### src/rtl/tt_ternary_seq_ctrl.sv
// Sequencer for the ternary matrix-vector datapath: drives the weight loader through its
// columns and the multiplier through its output rows, and aligns the output-valid stream.
module tt_ternary_seq_ctrl #(
    parameter int unsigned MAX_IN_LEN  = 16,
    parameter int unsigned MAX_OUT_LEN = 8,
    parameter int unsigned MULT_LAT    = 1,
    parameter int unsigned CNT_W       = 8,
    localparam int unsigned COL_W      = $clog2(MAX_IN_LEN),
    localparam int unsigned ROW_W      = $clog2(MAX_OUT_LEN)
) (
    input  logic             clk,
    input  logic             rst_n,
    input  logic             cmd_valid,
    input  logic [1:0]       cmd_op,
    input  logic [CNT_W-1:0] cmd_len,
    output logic             cmd_ready,
    input  logic             in_valid,
    output logic             load_en,
    output logic [COL_W-1:0] load_col,
    output logic             mult_en,
    output logic [ROW_W-1:0] mult_row,
    output logic             out_valid,
    output logic [ROW_W-1:0] out_row,
    output logic             out_last,
    output logic             weights_ok,
    output logic             busy,
    output logic             cmd_err
);

    localparam int unsigned DRN_W  = $clog2(MULT_LAT + 1);
    localparam int unsigned STG_W  = ROW_W + 2;
    localparam int unsigned PIPE_W = MULT_LAT * STG_W;

    localparam logic [1:0] OP_LOAD  = 2'b01;
    localparam logic [1:0] OP_RUN   = 2'b10;
    localparam logic [1:0] OP_ABORT = 2'b11;

    localparam logic [COL_W-1:0] COL_LAST = COL_W'(MAX_IN_LEN - 1);
    localparam logic [ROW_W-1:0] ROW_LAST = ROW_W'(MAX_OUT_LEN - 1);
    localparam logic [DRN_W-1:0] DRN_LAST = DRN_W'(MULT_LAT - 1);

    typedef enum logic [1:0] {
        S_IDLE  = 2'd0,
        S_LOAD  = 2'd1,
        S_RUN   = 2'd2,
        S_DRAIN = 2'd3
    } state_t;

    state_t             state, state_d;
    logic [COL_W-1:0]   col, col_d;
    logic [ROW_W-1:0]   row, row_d;
    logic [CNT_W-1:0]   vec, vec_d;
    logic [CNT_W-1:0]   len, len_d;
    logic [DRN_W-1:0]   dcnt, dcnt_d;
    logic               wok_d;
    logic               err_d;
    logic               abort;
    logic               last_beat;
    logic               push_vld;
    logic               push_last;
    logic [STG_W-1:0]   push_stage;
    logic [PIPE_W-1:0]  pipe;
    logic [STG_W-1:0]   pipe_out;

    assign abort     = cmd_valid && (cmd_op == OP_ABORT);
    // Final row of final vector; a zero length never terminates
    assign last_beat = (len != '0) && (row == ROW_LAST) && (vec == len - CNT_W'(1));

    assign cmd_ready = (state == S_IDLE);
    assign busy      = (state != S_IDLE);
    assign load_col  = (state == S_LOAD) ? col : '0;
    assign mult_row  = (state == S_RUN)  ? row : '0;

    // Next-state, counter updates and enables
    always_comb begin
        state_d   = state;
        col_d     = col;
        row_d     = row;
        vec_d     = vec;
        len_d     = len;
        dcnt_d    = dcnt;
        wok_d     = weights_ok;
        err_d     = 1'b0;
        push_vld  = 1'b0;
        push_last = 1'b0;
        load_en   = 1'b0;
        mult_en   = 1'b0;

        case (state)
            S_IDLE: begin
                if (cmd_valid && (cmd_op == OP_LOAD)) begin
                    state_d = S_LOAD;
                    col_d   = '0;
                    wok_d   = 1'b0;
                end else if (cmd_valid && (cmd_op == OP_RUN)) begin
                    if (weights_ok) begin
                        state_d = S_RUN;
                        row_d   = '0;
                        vec_d   = '0;
                        len_d   = cmd_len;
                    end else begin
                        err_d = 1'b1;
                    end
                end
            end
            S_LOAD: begin
                load_en = in_valid;
                if (in_valid) begin
                    col_d = col + COL_W'(1);
                    if (col == COL_LAST) begin
                        wok_d   = 1'b1;
                        state_d = S_IDLE;
                    end
                end
            end
            S_RUN: begin
                mult_en = in_valid;
                if (in_valid) begin
                    push_vld  = 1'b1;
                    push_last = last_beat;
                    if (row == ROW_LAST) begin
                        row_d = '0;
                        vec_d = vec + CNT_W'(1);
                    end else begin
                        row_d = row + ROW_W'(1);
                    end
                    if (last_beat) begin
                        state_d = S_DRAIN;
                        dcnt_d  = '0;
                    end
                end
            end
            S_DRAIN: begin
                dcnt_d = dcnt + DRN_W'(1);
                if (dcnt == DRN_LAST) begin
                    state_d = S_IDLE;
                end
            end
            default: state_d = S_IDLE;
        endcase

        if ((state != S_IDLE) && cmd_valid && ((cmd_op == OP_LOAD) || (cmd_op == OP_RUN))) begin
            err_d = 1'b1;
        end

        // Abort overrides every other event in the same cycle
        if (abort) begin
            state_d   = S_IDLE;
            push_vld  = 1'b0;
            push_last = 1'b0;
            if (state == S_LOAD) begin
                wok_d = 1'b0;
            end
        end
    end

    always_ff @(posedge clk or negedge rst_n) begin
        if (!rst_n) begin
            state      <= S_IDLE;
            col        <= '0;
            row        <= '0;
            vec        <= '0;
            len        <= '0;
            dcnt       <= '0;
            weights_ok <= 1'b0;
            cmd_err    <= 1'b0;
        end else begin
            state      <= state_d;
            col        <= col_d;
            row        <= row_d;
            vec        <= vec_d;
            len        <= len_d;
            dcnt       <= dcnt_d;
            weights_ok <= wok_d;
            cmd_err    <= err_d;
        end
    end

    // Output delay line: stages of {valid, last, row}, newest in the low slot
    assign push_stage = {push_vld, push_last, push_vld ? row : ROW_W'(0)};

    always_ff @(posedge clk or negedge rst_n) begin
        if (!rst_n) begin
            pipe <= '0;
        end else if (abort) begin
            pipe <= '0;
        end else begin
            pipe <= (pipe << STG_W) | PIPE_W'(push_stage);
        end
    end

    assign pipe_out  = pipe[PIPE_W-1 -: STG_W];
    assign out_valid = pipe_out[STG_W-1];
    assign out_last  = pipe_out[STG_W-2];
    assign out_row   = pipe_out[ROW_W-1:0];

endmodule

### config.mk
export PLATFORM = sky130hd
export DESIGN_NAME = tt_ternary_seq_ctrl
export DESIGN_NICKNAME = d
export VERILOG_FILES = /design/src/rtl/tt_ternary_seq_ctrl.sv
export SDC_FILE = /design/constraint.sdc
export NUM_CORES = 1
export LEC_CHECK = 0
export ABC_AREA = 1
export BUFFER_PORTS_ARGS = -buffer_cell sky130_fd_sc_hd__buf_4
export CORE_ASPECT_RATIO = 1.1
export CORE_MARGIN = 2
export CORE_UTILIZATION = 45
export DETAILED_ROUTE_END_ITERATION = 10
export PLACE_DENSITY = 0.66
export SETUP_SLACK_MARGIN = 0.05
export SLEW_MARGIN = 20
export SYNTH_ARGS = -nofsm -noshare
export SYNTH_HDL_FRONTEND = slang
export SYNTH_SLANG_ARGS = --single-unit
### constraint.sdc
create_clock -name clk -period 2.1 [get_ports clk]
set_input_delay 0.21 -clock clk [delete_from_list [all_inputs] [get_ports clk]]
set_output_delay 0.21 -clock clk [all_outputs]
set_load 0.02 [all_outputs]
Yosys cells after proc, flatten, opt, wreduce, memory -nomap -nowiden

Cells that the tools add are included.

Register bits after elaboration: 33
Bits in latches: 0
RAM bits: 0
ROM bits: 0
Input bits: 14
Output and inout bits: 18
Memories: 0

$add $sub $neg: 5
Multipliers: 0
Div/mod/pow operators: 0
Magnitude comparators: 0
Equal/unequal tests: 24
Shift operators: 0
Mux-type cells: 50
Bitwise gates (word level): 1
Reduce and logical (&&, ||, !) cells: 20

Operators with widths:

| kind                                                   | count |
|---|---|
| two-way mux 8 bit                                      | 5 |
| two-way mux 3 bit                                      | 7 |
| two-way mux 1 bit                                      | 19 |
| two-way mux 2 bit                                      | 9 |
| case mux 8 bit (2 select lines)                        | 1 |
| two-way mux 4 bit                                      | 3 |
| inequality test 3 bit (second input constant)          | 4 |
| inequality test 2 bit (second input constant)          | 5 |
| adder 8 x 1 -> 8 bit (second input constant)           | 1 |
| equality test 2 bit (second input constant)            | 4 |
| equality test 8 bit                                    | 1 |
| inequality test 4 x 1 -> 1 bit (second input constant) | 2 |
| case mux 2 bit (4 select lines)                        | 1 |
| case mux 4 bit (2 select lines)                        | 1 |
| nonzero test 2 bit                                     | 4 |
| nonzero test 8 bit                                     | 1 |
| subtractor 8 x 1 -> 8 bit (second input constant)      | 1 |
| logical AND 1 bit                                      | 7 |
| AND reduction 7 bit                                    | 1 |
| inequality test 2 x 1 -> 1 bit (second input constant) | 3 |
| case mux 3 bit (2 select lines)                        | 1 |
| AND reduction 3 bit                                    | 2 |
| AND reduction 6 bit                                    | 1 |
| two-way mux 5 bit                                      | 1 |
| 13 further kinds                                       | 15 |

Logic depth before layout (Yosys ltp)

Gate-level depths: netlist (run 1).

Depth after elaboration: 7
Depth in mapped cells: 15

Worst setup path before layout (run 1)

Ideal clock, no wire load.

Path kind: reg2reg
Start: reg len[0]
End: reg state[1]
Library setup time: 0.117 ns
Data arrival time: 1.571 ns
Data required time: 1.983 ns
Path slack: 0.412 ns
Stages on the path, launching flop included: 14
Period minus slack after synthesis: 1.688 ns
Cell sequence: dfrtp_1 inv_1 ha_1 or2_2 nand3_1 nor2_1 nand2_1 nor2_1 nand3_1 nand2_1 nand2_1 nand2_1 nand2_1 nor2_1

Longest elaborated chain between the ends: 5
Elaborated cells between the ends (all ways): 7

RTL lines:

| element                                                                | line | RTL |
|---|---|---|
| start: declaration                                                     | 53   | `logic [CNT_W-1:0] len, len_d;` |
| start signal: assignment                                               | 172  | `len <= len_d;` |
| subtractor 8 x 1 -> 8 bit / nonzero test 8 bit (equally long branches) | 67   | `assign last_beat = (len != '0) && (row == ROW_LAST) && (vec == len - CNT_W'(1));` |
| equality test 8 bit / logical AND 1 bit (equally long branches)        | 67   |  |
| logical AND 1 bit *                                                    | 67   |  |
| inequality test 3 bit (no source line) *                               | -    |  |
| AND reduction 7 bit (no source line) *                                 | -    |  |
| end signal: assignment                                                 | 168  | `state <= state_d;` |
| end: declaration                                                       | 49   | `state_t state, state_d;` |

Every way passes the cells marked *; elsewhere a longest branch is shown, timed or not.
A chain may end at the register's enable or synchronous reset.

Worst setup path after layout (run 1)

Ends and elaborated chain as after synthesis.

==> results by group, run 1 <==
Timing
  • Final Slew Violations: 0
  • Tmin final: 1880 ps
  • F_max: approximately 530 MHz
  • Crit share post-route: approximately nine tenths
  • Unrepaired setup endpoints after global routing: no
  • Clock Skew: 3.42 ps
  • Worst-Margin Slew: 421 ps
  • Finish-stage setup viols: 0
  • Final TNS setup: 0 ps
  • Rel. slew slack: about 72%
  • Fin. Hold Viols: 0

Clock tree
  • Clock tree buffer depth: 2
  • H-tree level count: 2
  • Clk sinks: 33
  • Clock buffer count from CTS: 5
  • Clock latency on the worst-skew pair: 280 ps
  • Clk root buf: clkbuf_8
  • CTS clk-pin slew, worst paths: roughly 60 ps
  • CTS tree: done

Die
  • Number of core rows: 24
  • Io pins: 32
  • Starting Density: between 40 and 50%
  • Die area: 0.00479 mm^2
  • Core area: 0.00402 mm^2
  • Chip width: between 60 and 70 um
  • Die Y: 72.4 um

Route
  • Vias: 1708
  • DRC: 0
  • Mean routed wirelength per cell: ~12 um
  • Final ANT Viol Nets: 0
  • DR vias/cell: between 4 and 5
  • Drt pass-1 iters: 4
  • Iter 0 DRT Violations: 61
  • Final WL: a little over 4 mm

Synth
  • Sequential element share of the synthesized area: 43.2%
  • Ys Warns: 0
  • Syn Nets: 282
  • Synthesized flop and latch total: 33
  • Post-synthesis cell type count: 24
  • Synthesized area per cell: 7.39 um^2
  • Mapped cell area: ~0.0019 mm^2
  • Synth Instances: between 200 and 300

Pwr
  • Net Sw Frac: about 41%
  • Combinational Power Share: 39.7%
  • Clock Power Share: 20.2%
  • Peak VDD IR: roughly 0.65 mV
  • Tot Pwr: about 2100 uW
  • Switching power: 871 uW
  • Internal Dissipation: 1280 uW
  • Pleak: roughly 0.0012 uW
  • Pwr per Cell Area: 928 mW/mm^2
  • Register share of total power: 40.1%

Min path
  • HP Class: input pin to flop
  • Worst Hold Depth: 3

Critical path
  • Critical path type: flop to flop
  • RR Startpoint: len[0]
  • Crit Path Max Fanout: 7
  • Critical Path Sink: state[1]
  • Crit path required time: 2280 ps
  • Worst setup EP type: flop
  • R2R setup slack: ~220 ps
  • Crit path launch: len[0]
  • R2R Path End: state[1]
  • Critical Path Start Type: flop
  • Slowest CP cell: dfrtp_1
  • CP most frequent cell: nand2_1
  • Crit path cell chain: inv_1 > ha_2 > nand2_1 > nor2_1 > nand3_1 > nand2_1 > nand2_1 > inv_1 > nand3_1 > nand2_1 > nand2_1 > nor2_1 > nor2_1
  • Crit path DAT: 2060 ps
  • Slowest stage delay, CP: 370 ps
  • Top delay family on crit path: simple AND/OR/NAND/NOR gates
  • CP Buf/Inv Count: 2
  • R2r worst-path depth: 13
  • Crit path depth: 13

GRT
  • Met1 GRT Util: 21.7%
  • Most used routing layer: met2
  • Largest net degree at the start of global routing: 34
  • Routing usage on met3: around 5.3%
  • Met2 Use GR: 35.0%
  • Vias in the first global route: about 1700
  • Tot GR Track Use: 19.7%
  • Antenna violations before repair: 0
  • First-pass GRT wire length: 7.13 mm
  • Gr ovfl total: 0

Place
  • I/O Buffers: 31
  • Detailed placement HPWL: ~3.2 mm
  • GP Congestion: 0.838

Finish
  • Ant. Diodes: 0
  • Commonest cells after routing, fill and taps aside: nand2_1 (67), inv_1 (39), nor2_1 (36)
  • Fin nets: 322
  • Syn-to-layout area delta: 20.9%
  • Commonest non-fill, non-tap cell in the layout: nand2_1
  • Layout cell share with drive strength beyond 1: 18.5%

Job
  • Max cap viols: 0

Status
  • Outcome: finished, final reports clean
-- how the worst min path moves through the flow --
stage	from	to	slack, ps
6_report	cmd_len[7]	len[7]	130
5_1_grt	cmd_len[3]	len[3]	130
4_1_cts	cmd_len[7]	len[7]	130
3_5_place_dp	rst_n	len[6]	180
3_3_place_gp	rst_n	len[6]	180
2_1_floorplan	rst_n	cmd_err	-90
-- worst min-delay path: stages --
cell and delay [ps]:
buf_4 80, nand2_1 40, o21ai_0 60
-- power groups by stage --
| stage | logic (uW) | registers [uW] | clock network (uW) |
|---|---|---|---|
| CTS | 860 | 862 | 448 |
| finish | 852 | 861 | 434 |
| detailed placement | 855 | 874 | 0 |
| floorplan | 562 | 866 | 0 |
| global placement | 839 | 867 | 0 |
| global route | 976 | 877 | 477 |
-- metrics by stage --
| stage | area, um^2 | instances | setup slack, ps | hold slack (ps) | util, % |
|---|---|---|---|---|---|
| final | 2310 | 350 | 216 | 132 | 57.5 |
| after detailed placement | 2220 | 343 | 206 | 183 | 55.2 |
| after floorplan | 1910 | 259 | 412 | -85.6 | - |
| after CTS | 2310 | 350 | 119 | 126 | 57.3 |
| after global routing | 2310 | 350 | 56.8 | 134 | 57.5 |
| after global placement | 2220 | 343 | 262 | 183 | 55.2 |
-- state kept, by name (all words and copies together) (netlist names) --
name,flops
weights_ok,1
state,2
pipe,5
row,3
col,4
vec,8
len,8
cmd_err,1
dcnt,1
-- final cells by class --
type,count,area [um^2]
Clock buffer,5,68.8
Clock inverter,1,5.00
Fill cell,409,1710
Inverter,41,154
Multi-Input combinational cell,184,937
Sequential cell,33,826
Tap cell,52,65.1
Timing Repair Buffer,34,258
-- cells by family (layout without fill, tap and decap cells) --
group | after synthesis | after routing | synth area share (%)
AO/OA/AOI/OAI | 26 | 26 | 7.46
XOR/XNOR | 6 | 6 | 2.75
adder cells (fa/ha/maj) | 9 | 9 | 5.89
buffers and inverters | 42 | 81 | 8.24
flip-flops | 33 | 33 | 43.2
multiplexers | 1 | 1 | 0.589
AND/OR/NAND/NOR | 142 | 142 | 31.9
-- cells in the mapped netlist --
| master | count | area share, % |
|---|---|---|
| a311oi_1 | 1 | 0.46 |
| xor2_1 | 5 | 2.3 |
| nor2_4 | 1 | 0.59 |
| nand4_1 | 1 | 0.33 |
| ha_1 | 9 | 5.9 |
| o21ai_0 | 16 | 4.2 |
| o32ai_1 | 1 | 0.46 |
| nor2_1 | 38 | 7.5 |
| clkbuf_1 | 1 | 0.20 |
| inv_2 | 2 | 0.39 |
| nand3_2 | 2 | 1.0 |
| o31ai_1 | 1 | 0.39 |
| nor3b_1 | 2 | 0.78 |
| a21oi_1 | 6 | 1.6 |
| nor3_1 | 3 | 0.78 |
| nor2_2 | 5 | 1.6 |
| a22oi_1 | 1 | 0.39 |
| dfrtp_1 | 33 | 43 |
| nand2_1 | 67 | 13 |
| or2_2 | 2 | 0.65 |
| inv_1 | 39 | 7.7 |
| xnor2_1 | 1 | 0.46 |
| mux2_2 | 1 | 0.59 |
| nand3_1 | 21 | 5.5 |
-- per-layer routing --
layer | up-vias | routed length (um) | part of all wire [%]
met4 | 0 | 85 | 2.1
met3 | 7 | 137 | 3.3
met2 | 32 | 2110 | 51
met1 | 781 | 1790 | 43
met5 | - | 0 | 0
li1 | 888 | - | -
-- what timing repair did --
item	4_1_cts	5_1_grt
endpoints found under the hold margin	33	0
setup buffers	0	0
setup endpoints to repair	0	4
hold buffers	1	0
resized for setup	0	3
No activity file was read; power rests on OpenSTA's default activity.
==> run 2: changes to the inputs <==
--- a/config.mk
+++ b/config.mk
@@ -6,12 +6,11 @@
 export NUM_CORES = 1
 export LEC_CHECK = 0
 export ABC_AREA = 1
-export BUFFER_PORTS_ARGS = -buffer_cell sky130_fd_sc_hd__buf_4
 export CORE_ASPECT_RATIO = 1.1
 export CORE_MARGIN = 2
 export CORE_UTILIZATION = 45
 export DETAILED_ROUTE_END_ITERATION = 10
-export PLACE_DENSITY = 0.66
+export DONT_BUFFER_PORTS = 1
 export SETUP_SLACK_MARGIN = 0.05
 export SLEW_MARGIN = 20
 export SYNTH_ARGS = -nofsm -noshare
==> results by group, run 2 (same netlist as run 1, synthesis figures left out) <==
Clock tree
  • Clock latency on the worst-skew pair: between 200 and 300 ps
  • Clock buffer count from CTS: 5
  • Post-CTS setup buffers: 0
  • Clk sinks: 33
  • Clock tree buffer depth: 2
  • Clk root buf: clkbuf_8
  • H-tree level count: 2
  • CTS tree: done
  • CTS clk-pin slew, worst paths: 70 ps

Min path
  • Worst Hold Depth: 2
  • Hold Path End: len[3]
  • Min-delay src: cmd_len[3]
  • HP Class: input pin to flop

Route
  • Drt pass-1 iters: 4
  • Mean routed wirelength per cell: about 13 um
  • Final ANT Viol Nets: 0
  • DRC: 0
  • DR vias/cell: 5.01
  • Vias: 1628
  • Final WL: 4.10 mm
  • Iter 0 DRT Violations: 60

Place
  • Post-Place Cells: 315
  • Detailed placement HPWL: 3.18 mm
  • GP Congestion: 0.801
  • I/O Buffers: 0

Finish
  • Commonest non-fill, non-tap cell in the layout: nand2_1
  • Syn-to-layout area delta: 14.3%
  • FILL cells: 400
  • Commonest cells after routing, fill and taps aside: nand2_1 (66), inv_1 (38), nor2_1 (37)
  • Ant. Diodes: 0
  • Fin cells: 325
  • Fin nets: 295
  • Layout cell share with drive strength beyond 1: 11.7%
  • Largest registers: len: 8 flops, vec: 8 flops, pipe: 5 flops

Status
  • Outcome: finished, final reports clean

Timing
  • Final Slew Violations: 0
  • Finish-stage setup viols: 0
  • Worst-Margin Slew: 386 ps
  • Rel. slew slack: about three quarters
  • Unrepaired setup endpoints after global routing: no
  • Clock Skew: roughly 3 ps
  • Crit share post-route: between 90% and 100%
  • Final TNS setup: 0 ps
  • Tmin final: 1900 ps
  • Fin. Hold Viols: 0
  • Post-Route Hold Slack: 45.0 ps
  • F_max: roughly 530 MHz

Die
  • Io pins: 32
  • Die area: 0.00479 mm^2
  • Starting Density: a little under half
  • Number of core rows: 24
  • Core area: 0.00402 mm^2
  • Chip width: 66.2 um
  • Die Y: between 70 and 80 um

Critical path
  • RR Startpoint: len[0]
  • Worst setup EP type: primary output
  • R2R Path End: state[1]
  • Critical Path Start Type: flop
  • Crit Path Max Fanout: 7
  • CP Buf/Inv Count: 2
  • Slowest stage delay, CP: 440 ps
  • Crit path cell chain: inv_1 > nor2_1 > inv_1 > nor2_1
  • R2r worst-path depth: 13
  • R2R setup slack: 230 ps
  • Crit path required time: 1890 ps
  • Top delay family on crit path: simple AND/OR/NAND/NOR gates
  • Crit path launch: state[1]
  • Slowest CP cell: dfrtp_1
  • Critical path type: flop to primary output
  • Crit path DAT: 1690 ps

Pwr
  • Pleak: between 0.001 and 0.0015 uW
  • Peak VDD IR: ~0.63 mV
  • Pwr per Cell Area: 1060 mW/mm^2

GRT
  • Largest net degree at the start of global routing: 34
  • Gr ovfl total: 0
  • Vias in the first global route: 1621
  • Routing usage on met3: 6.36%
  • Met1 GRT Util: 22.0%
  • Most used routing layer: met2
  • Antenna violations before repair: 0
  • First-pass GRT wire length: around 7.1 mm
  • Met2 Use GR: 35.3%
  • Tot GR Track Use: 20.0%

Job
  • Max cap viols: 0
run 2: worst register-to-register path, cell delays in order, from the launching register on:
cell	delay [ps]
dfrtp_1	400
inv_2	120
ha_2	290
or2_2	290
nand3_1	80
nor2_1	40
nand2_1	60
nor2_1	40
nand3_1	130
nand2_2	90
nand2_1	90
nand2_1	60
nand2_1	50
nor2_1	30
run 2: through the flow:
| stage | total power (uW) | area, um^2 | utilization [%] | setup slack (ps) |
|---|---|---|---|---|
| 6_report | 2330 | 2190 | 54.3 | 198 |
| 5_1_grt | 2500 | 2190 | 54.3 | 50.4 |
| 4_1_cts | 2340 | 2180 | 54.1 | 119 |
| 3_5_place_dp | 1610 | 2010 | 50.0 | 128 |
| 3_3_place_gp | 1590 | 2010 | 50.0 | 144 |
| 2_1_floorplan | 1430 | 1910 | - | 412 |
run 2: layout make-up:
cell class                 count  area (um^2)  share of cell area (%)
multi-input combinational    184          940                    43.0
clock inverter                 3         65.1                    2.98
sequential                    33          826                    37.8
clock buffer                   5         68.8                    3.15
tap                           52         65.1                    2.98
inverter                      41          154                    7.04
timing repair buffer           7         67.6                    3.09
run 2: routing by layer:
metal	share of wire (%)	wire length (um)	vias up
li1	-	-	835
met4	0.71	29	0
met3	4.3	177	2
met1	41	1680	763
met5	0	0	-
met2	54	2210	28
run 2: worst max path at each step:
stage / slack [ps] / end / depth (start not counted)
after floorplan: 410 / state[1] / 13
after global placement: 140 / state[1] / 13
after detailed placement: 130 / state[1] / 13
after CTS: 120 / state[1] / 13
after global routing: 50 / vec[6] / 12
final: 200 / mult_row[2] / 4
run 2: power breakdown:
group	internal (uW)	total, uW	switching [uW]
logic	227	730	503
clock network	471	712	240
registers	755	885	129
total	1450	2330	873
run 2: repair_timing:
| item | 4_1_cts | 5_1_grt |
|---|---|---|
| hold buffers | 2 | 0 |
| gates resized for setup | 0 | 5 |
| setup endpoints to repair | 0 | 3 |
| hold endpoints to repair | 33 | 0 |
==> run 3: changes to the inputs <==
--- a/config.mk
+++ b/config.mk
@@ -11,6 +11,7 @@
 export CORE_UTILIZATION = 45
 export DETAILED_ROUTE_END_ITERATION = 10
 export DONT_BUFFER_PORTS = 1
+export MAX_ROUTING_LAYER = met4
 export SETUP_SLACK_MARGIN = 0.05
 export SLEW_MARGIN = 20
 export SYNTH_ARGS = -nofsm -noshare
==> results by group, run 3 (same netlist as run 1, synthesis figures left out) <==
Status
  • Outcome: finished, final reports clean

Clock tree
  • Clk root buf: clkbuf_8
  • CTS clk-pin slew, worst paths: 70 ps
  • Clock latency on the worst-skew pair: a little under 300 ps
  • Post-CTS setup buffers: 0
  • H-tree level count: 2
  • CTS tree: done
  • Clock tree buffer depth: 2
  • Clk sinks: 33
  • Clock buffer count from CTS: 5

Pwr
  • Internal Dissipation: around 1500 uW
  • Net Sw Frac: 37.6%
  • Pwr per Cell Area: 1060 mW/mm^2
  • Peak VDD IR: between 0.6 and 0.7 mV
  • Combinational Power Share: 31.3%
  • Register share of total power: 38.0%
  • Clock Power Share: 30.6%
  • Pleak: 0.00111 uW
  • Switching power: between 800 and 900 uW

GRT
  • First-pass GRT wire length: just over 7 mm
  • Tot GR Track Use: 20.6%
  • Gr ovfl total: 0
  • Largest net degree at the start of global routing: 34
  • Vias in the first global route: about 1600
  • Antenna violations before repair: 0

Route
  • Drt pass-1 iters: 4
  • DRC: 0
  • DR vias/cell: around 5
  • Final WL: 4.12 mm
  • Vias: 1635
  • Mean routed wirelength per cell: 12.7 um
  • Final ANT Viol Nets: 0
  • Iter 0 DRT Violations: 65

Min path
  • HP Class: input pin to flop
  • Min-delay src: cmd_len[3]
  • Hold Path End: len[3]
  • Worst Hold Depth: 2

Critical path
  • Crit path cell chain: inv_1 > nor2_1 > inv_1 > nor2_1
  • Critical Path Start Type: flop
  • R2R Path End: state[1]
  • Slowest stage delay, CP: about 440 ps
  • Crit Path Max Fanout: 7
  • R2R setup slack: 240 ps
  • Critical path type: flop to primary output
  • Worst setup EP type: primary output
  • Crit path launch: state[1]
  • R2r worst-path depth: 13
  • Crit path required time: about 1900 ps
  • Slowest CP cell: dfrtp_1
  • Crit path DAT: 1690 ps
  • RR Startpoint: len[0]

Die
  • Io pins: 32
  • Die Y: 72.4 um
  • Chip width: 66.2 um
  • Core area: 0.00402 mm^2
  • Die area: 0.00479 mm^2
  • Number of core rows: 24
  • Starting Density: 47.5%

Finish
  • Commonest non-fill, non-tap cell in the layout: nand2_1
  • Multi-input logic area: ~940 um^2
  • FILL cells: 400
  • Syn-to-layout area delta: 14.3%
  • Seq. cell area: around 830 um^2
  • Commonest cells after routing, fill and taps aside: nand2_1 (66), inv_1 (38), nor2_1 (37)
  • Layout cell share with drive strength beyond 1: 11.7%
  • Fin nets: 295
  • Ant. Diodes: 0
  • Largest registers: len: 8 flops, vec: 8 flops, pipe: 5 flops

Timing
  • Fin. Hold Viols: 0
  • F_max: around 530 MHz
  • Post-route setup slack: 200 ps
  • Final Slew Violations: 0
  • Rel. slew slack: 73.8%
  • Crit share post-route: 90.5%
  • Worst-Margin Slew: 390 ps
  • Clock Skew: between 2 and 3 ps
  • Unrepaired setup endpoints after global routing: no
  • Finish-stage setup viols: 0
  • Final TNS setup: 0 ps
  • Tmin final: 1900 ps

Job
  • Max cap viols: 0

Place
  • I/O Buffers: 0
  • GP Congestion: 0.813
  • Setup WS pre-CTS: 128 ps
  • Detailed placement HPWL: 3.18 mm
==> run 3: cell counts in the layout (fill, tap and decap cells not counted) <==
No cell type changed its count.
==> run 3: worst max-delay path: cells and delay by family (launching register included) <==
kind	cells	cell delay (ps)
DFF	1	440
buffers and inverters	2	320
and+or+nand+nor	2	640
==> run 3: through the flow <==
| step | area (um^2) | instances | total power [uW] | util, % | hold WS [ps] |
|---|---|---|---|---|---|
| 4_1_cts | 2180 | 325 | 2340 | 54.1 | 42.7 |
| 5_1_grt | 2190 | 325 | 2500 | 54.3 | 39.9 |
| 2_1_floorplan | 1910 | 259 | 1430 | - | -85.6 |
| 3_5_place_dp | 2010 | 315 | 1610 | 50.0 | -84.7 |
| 6_report | 2190 | 325 | 2330 | 54.3 | 43.9 |
| 3_3_place_gp | 2010 | 315 | 1590 | 50.0 | -84.7 |
==> run 3: routing by layer <==
metal / track usage (%) / wire (um) / up-vias
met1: 22.0 / 1680 / 764
li1: - / - / 835
met2: 35.3 / 2210 / 34
met3: 6.36 / 197 / 2
met5: - / 0 / -
met4: 7.94 / 29 / 0
==> run 3: worst max path at each step <==
stage	end	slack, ps	cells after the start
after global routing	vec[6]	50	12
after CTS	state[1]	120	13
after floorplan	state[1]	410	13
final	mult_row[2]	200	4
after global placement	state[1]	140	13
after detailed placement	state[1]	130	13
==> run 3: layout make-up <==
type | count | area share [%]
Clock buffer | 5 | 3.15
Sequential cell | 33 | 37.8
Tap cell | 52 | 2.98
Multi-Input combinational cell | 184 | 43.0
Timing Repair Buffer | 7 | 3.09
Clock inverter | 3 | 2.98
Inverter | 41 | 7.04
==> run 3: power groups by stage <==
stage / Sequential [uW] / Clock (uW) / Combinational (uW)
floorplan: 866 / 0 / 562
global placement: 890 / 0 / 703
detailed placement: 895 / 0 / 715
CTS: 886 / 722 / 736
global route: 906 / 756 / 840
finish: 885 / 713 / 729
==> run 3: timing repair <==
item | 4_1_cts | 5_1_grt
endpoints found under the hold margin | 33 | 0
hold buffers | 2 | 0
setup endpoints to repair | 0 | 3
gates resized for setup | 0 | 5
